[src/rtl/mem_arbiter.sv]
// Two-port arbiter that serialises read and write commands onto one
// latch-enabled memory word interface.
module mem_arbiter #(
    parameter int unsigned PRIO_INIT = 0
) (
    input  logic       CLK,
    input  logic       RST,
    input  logic       REQ_A,
    input  logic       REQ_B,
    input  logic       WR_A,
    input  logic       WR_B,
    input  logic [1:0] ADDR_A,
    input  logic [1:0] ADDR_B,
    input  logic [2:0] WD_A,
    input  logic [2:0] WD_B,
    output logic       ACK_A,
    output logic       ACK_B,
    output logic [2:0] RD_A,
    output logic [2:0] RD_B,
    output logic       BUSY,
    output logic       OWNER,
    output logic [1:0] MSEL,
    output logic [2:0] MD,
    output logic       ME,
    input  logic [2:0] MQ
);

    localparam logic [2:0] IDLE   = 3'd0;
    localparam logic [2:0] SETUP  = 3'd1;
    localparam logic [2:0] STROBE = 3'd2;
    localparam logic [2:0] HOLD   = 3'd3;
    localparam logic [2:0] RSEL   = 3'd4;
    localparam logic [2:0] RCAP   = 3'd5;
    localparam logic [2:0] DONE   = 3'd6;

    localparam logic PRIO_RST = (PRIO_INIT != 0);

    logic [2:0] state_q, state_d;
    logic       owner_q, owner_d;
    logic       prio_q, prio_d;
    logic [1:0] sel_q, sel_d;
    logic [2:0] md_q, md_d;
    logic [2:0] rda_q, rda_d;
    logic [2:0] rdb_q, rdb_d;
    logic       grant_b;

    // B wins when alone, or when both request and B holds priority
    assign grant_b = REQ_B && (!REQ_A || prio_q);

    always_comb begin
        state_d = state_q;
        owner_d = owner_q;
        prio_d  = prio_q;
        sel_d   = sel_q;
        md_d    = md_q;
        rda_d   = rda_q;
        rdb_d   = rdb_q;
        unique case (state_q)
            IDLE: begin
                if (REQ_A || REQ_B) begin
                    owner_d = grant_b;
                    prio_d  = !grant_b;
                    sel_d   = grant_b ? ADDR_B : ADDR_A;
                    md_d    = grant_b ? WD_B : WD_A;
                    state_d = (grant_b ? WR_B : WR_A) ? SETUP : RSEL;
                end
            end
            SETUP:  state_d = STROBE;
            STROBE: state_d = HOLD;
            HOLD:   state_d = DONE;
            RSEL:   state_d = RCAP;
            RCAP: begin
                state_d = DONE;
                if (owner_q) rdb_d = MQ;
                else         rda_d = MQ;
            end
            DONE:    state_d = IDLE;
            default: state_d = IDLE;
        endcase
    end

    always_ff @(posedge CLK) begin
        if (RST) begin
            state_q <= IDLE;
            owner_q <= 1'b0;
            prio_q  <= PRIO_RST;
            sel_q   <= 2'd0;
            md_q    <= 3'd0;
            rda_q   <= 3'd0;
            rdb_q   <= 3'd0;
        end else begin
            state_q <= state_d;
            owner_q <= owner_d;
            prio_q  <= prio_d;
            sel_q   <= sel_d;
            md_q    <= md_d;
            rda_q   <= rda_d;
            rdb_q   <= rdb_d;
        end
    end

    assign ME    = (state_q == STROBE);
    assign BUSY  = (state_q != IDLE);
    assign ACK_A = (state_q == DONE) && !owner_q;
    assign ACK_B = (state_q == DONE) && owner_q;
    assign OWNER = owner_q;
    assign MSEL  = sel_q;
    assign MD    = md_q;
    assign RD_A  = rda_q;
    assign RD_B  = rdb_q;

endmodule

[config.mk]
export PLATFORM = sky130hd
export DESIGN_NAME = mem_arbiter
export DESIGN_NICKNAME = d
export VERILOG_FILES = /design/src/rtl/mem_arbiter.sv
export SDC_FILE = /design/constraint.sdc
export NUM_CORES = 1
export LEC_CHECK = 0
export CAP_MARGIN = 20
export CORE_MARGIN = 5
export CORE_UTILIZATION = 36
export CTS_CLUSTER_SIZE = 14
export DETAILED_ROUTE_END_ITERATION = 7
export GPL_TIMING_DRIVEN = 0
export PLACE_DENSITY = 0.74
export SYNTH_ARGS = -nofsm -noshare
export SYNTH_HDL_FRONTEND = slang
export SYNTH_SLANG_ARGS = --single-unit
[constraint.sdc]
create_clock -name CLK -period 1.5 [get_ports CLK]
set_clock_uncertainty 0.15 [all_clocks]
set_input_delay 0.3 -clock CLK [delete_from_list [all_inputs] [get_ports CLK]]
set_output_delay 0.3 -clock CLK [all_outputs]
set_load 0.03 [all_outputs]
==> results.txt <==
* Mux cell area share after synthesis: under 10%
* Maximum level of the CTS H-tree: 1
* TritonCTS Sinks: 16
- When the netlist entered floorplanning its net count stood at ~110.
- Tmin final: ~1.6 ns
- Leaving out fill and tap cells, the most frequent cell in the layout is sky130_fd_sc_hd__clkdlybuf4s50_1.
* Setup slack after layout: -0.09808 ns
- A synthesized cell averages roughly 8.3 um2.
- Cells with a size suffix above 1 make up between 30% and 40% of the layout.
- Leaving out fill and tap cells, the most frequent cells in the layout are sky130_fd_sc_hd__clkdlybuf4s50_1 (15), sky130_fd_sc_hd__dfxtp_1 (12), sky130_fd_sc_hd__nor2_1 (11).
* CTS Buf Count: 3
* First DRT Iteration DRCs: 10
- The final reports fail on negative setup slack.
* Final weighted congestion of routability-driven global placement: 0.7819
* Number of endpoints failing setup at the final stage: 4
* Initial antenna violation count: 0
- The via count of the first global-routing pass is slightly above 800.
- 0 antenna diodes ended up in the layout.
- 35 I/O pins were placed.
* Detailed Route WL: 2193 um
* Final Max Tran Viols: 0
* Main combinational cell family by area after synthesis: simple AND/OR/NAND/NOR gates
* GRT Total Usage: roughly 15%
- The die is 56.50 um tall.
- Row generation in the floorplan step produced 16 rows.
* HP Class: flip-flop to flip-flop
- Top cell family by delay on the critical path: flip-flops
* Clock transition at the register clock pins on the worst setup and hold paths after CTS: roughly 0.10 ns
- The synthesized netlist devotes roughly 15% of its cell area to compound gates.
- Die footprint: 0.003192 mm2
* Synth Instances: 94
- Across the run, the number of max-cap violations was 0.
- The floorplan step set the die width to 56.50 um.
- Clock Latency Late Sink: roughly 0.29 ns
- In this run the deepest clock path goes through 2 buffers.
- For this configuration, the core starts out at a cell density of 38.87%.
- Synthesis warning total: 0
- For the worst setup path, the data arrival time is roughly 1.2 ns.
- The worst setup path is launched from a flip-flop.
- The worst setup path is of the flip-flop to output pin kind.
- In this run, synthesis produced a sequential element count of 16.
- Maximum operating frequency: ~630 MHz
- Summed over all cells, the static leakage comes to about 0.55 nW.
- Remaining design rule violation count: 0
- The core region is about 0.0020 mm2.
- Longest individual stage delay on the worst path: approximately 0.40 ns
* Area grow syn2layout: 64.95%
- The signal on the critical path passes through nor3_4 -> inv_2 -> buf_6.
- Power density of the placed cells: about 1100 mW/mm2
- Setup repair after global routing missed its margin: true
* Synthesized-area fraction occupied by adder cells: 0%
- The first global-routing pass estimated 3691 um of wire.
- Number of placed cells counting well taps: around 150
* Period utilisation layout: 106.5%
* Critical Path End Type: output pin
- In this run the worst path has a maximum fanout of 8.
* Count of input and output buffers: 33
* Slowest cell on crit path: sky130_fd_sc_hd__dfxtp_4
* Number of nets with antenna violations after routing: 0
- Final Hold Slack: between 0.3 and 0.4 ns
- Summing the areas of all and, or, nand and nor instances in the mapped netlist gives between 30 and 40% of the synthesized area.
- Global routing met3 resource utilization: roughly 4.4%
- In this run the most used layer during global routing was met2.
- Number of distinct library cell variants in the gate-level netlist after synthesis: 26
- Pin count of the biggest net entering global routing: 11
- Number of endpoints with negative hold slack in the final report: 0
- For met2 alone, demand over resource in global routing was roughly a quarter.
* Number of standard cells in the final layout excluding fillers: between 150 and 200
- Worst vdd ir: roughly 0.00059 V
* Max-slew headroom at the worst pin: roughly 73%
- The number of buffers and inverters on the critical path is 2.
- Vias per Instance: a little under 5
- The flow ran to the end, but the final reports show violations.
- Clock tree from TritonCTS: yes
- Portion of the post-synthesis area used by sequential elements: about two fifths
- STA puts the critical path data required time at between 1 and 1.5 ns.
* Routed vias: ~810
* DP Wirelength: 1589 um
* Pre-antenna DRT Iters: 4
* Post-cts hold buffer count: 0
- In the final routed layout, each cell accounts on average for around 13 um.
* Met1 global-route usage: 15.88%
- Library cell used as clock root buffer: sky130_fd_sc_hd__clkbuf_4
* Slew at the pin closest to its max-slew limit: between 0.4 and 0.5 ns
- Post-synthesis cell area: 778.2 um2
- Nets@finish: around 160
* Grt ovf: 0
* Xor and xnor area share after synthesis: 0%
[metrics by stage]
stage | area [um2] | utilization (%) | power (mW) | setup slack [ns] | TNS [ns]
floorplan | 783.3 | - | 0.7803 | 0.02074 | 0
global placement | 1147 | 57.31 | 0.9512 | -0.5052 | -3.817
detailed placement | 1147 | 57.31 | 0.9615 | -0.5441 | -4.046
CTS | 1266 | 63.25 | 1.317 | -0.1390 | -0.2800
global route | 1284 | 64.13 | 1.435 | -0.1704 | -0.6088
finish | 1284 | 64.13 | 1.352 | -0.09808 | -0.1660
[sequential cells by signal, summed over array words and instances, names as in the netlist]
register and count:
RD_B 3, MD 3, prio_q 1, state_q 3, RD_A 3, OWNER 1
MSEL 2
[power breakdown]
group / switching (mW) / internal (mW) / total [mW]
clock network: 0.134 / 0.148 / 0.282
registers: 0.0456 / 0.479 / 0.524
logic: 0.280 / 0.266 / 0.546
total: 0.460 / 0.892 / 1.35
[layer usage]
layer,part of all wire (%),wire length [um]
met1,41,890
met2,54,1190
met3,3.3,73
met4,1.7,38
met5,0,0
[kinds of logic after synthesis]
family	after synthesis
buffers and inverters	11
and+or+nand+nor	42
DFF	16
muxes	6
AOI/OAI and AO/OA	19
[worst register-to-register path, stage by stage (launching register included)]
cell                      delay (ns)
sky130_fd_sc_hd__dfxtp_2        0.33
sky130_fd_sc_hd__buf_6          0.12
sky130_fd_sc_hd__buf_4          0.15
sky130_fd_sc_hd__nor2_2         0.07
sky130_fd_sc_hd__or4b_1         0.44
sky130_fd_sc_hd__a31oi_1        0.15
[final cells by class]
class | count | area (um2)
buffer | 3 | 18.77
clock buffer | 4 | 36.28
fill | 172 | 718.2
inverter | 6 | 22.52
multi-input combinational | 67 | 474.2
sequential | 16 | 330.3
tap | 27 | 33.78
timing repair buffer | 42 | 367.9
[cells in the mapped netlist]
| cell type | n | area (um2) |
|---|---|---|
| sky130_fd_sc_hd__dfxtp_1 | 16 | 320.3 |
| sky130_fd_sc_hd__nor2_1 | 16 | 60.06 |
| sky130_fd_sc_hd__inv_1 | 6 | 22.52 |
| sky130_fd_sc_hd__mux2i_1 | 6 | 60.06 |
| sky130_fd_sc_hd__nand2b_1 | 5 | 31.28 |
| sky130_fd_sc_hd__nand3_1 | 5 | 25.02 |
| sky130_fd_sc_hd__nor2b_1 | 5 | 31.28 |
| sky130_fd_sc_hd__o211ai_1 | 5 | 37.54 |
| sky130_fd_sc_hd__o21ai_0 | 5 | 25.02 |
| sky130_fd_sc_hd__a21oi_1 | 4 | 20.02 |
| sky130_fd_sc_hd__clkbuf_1 | 3 | 11.26 |
| sky130_fd_sc_hd__buf_2 | 2 | 10.01 |
| sky130_fd_sc_hd__nand2_1 | 2 | 7.510 |
| sky130_fd_sc_hd__or4b_1 | 2 | 20.02 |
| sky130_fd_sc_hd__a211o_1 | 1 | 8.760 |
| sky130_fd_sc_hd__a21boi_0 | 1 | 7.510 |
| sky130_fd_sc_hd__a31oi_1 | 1 | 6.260 |
| sky130_fd_sc_hd__a32oi_1 | 1 | 8.760 |
| sky130_fd_sc_hd__and2_1 | 1 | 6.260 |
| sky130_fd_sc_hd__and3_4 | 1 | 11.26 |
| sky130_fd_sc_hd__nand2b_4 | 1 | 13.76 |
| sky130_fd_sc_hd__nand3b_1 | 1 | 7.510 |
| sky130_fd_sc_hd__nand4b_1 | 1 | 8.760 |
| sky130_fd_sc_hd__nor3_1 | 1 | 5.000 |
| sky130_fd_sc_hd__o22ai_1 | 1 | 6.260 |
| sky130_fd_sc_hd__or2_1 | 1 | 6.260 |
[timing repair]
action / in CTS / in global routing
gates resized for setup: 60 / 27
pin swaps: 4 / 2
endpoints found under the setup margin: 28 / 29
setup buffers: 5 / 5
[final timing paths]
path | end | startpoint | depth (start not counted) | slack (ns)
worst min register to register | RD_A[0]$_SDFFE_PP0P_ | RD_A[0]$_SDFFE_PP0P_ | 2 | 0.35
worst max-delay path | BUSY | state_q[2]$_SDFFE_PP0P_ | 3 | -0.1
worst min-delay path | RD_A[0]$_SDFFE_PP0P_ | RD_A[0]$_SDFFE_PP0P_ | 2 | 0.35
worst max register to register | state_q[2]$_SDFFE_PP0P_ | state_q[1]$_SDFFE_PP0P_ | 5 | 0.01
(Power assumes the default switching activity.)
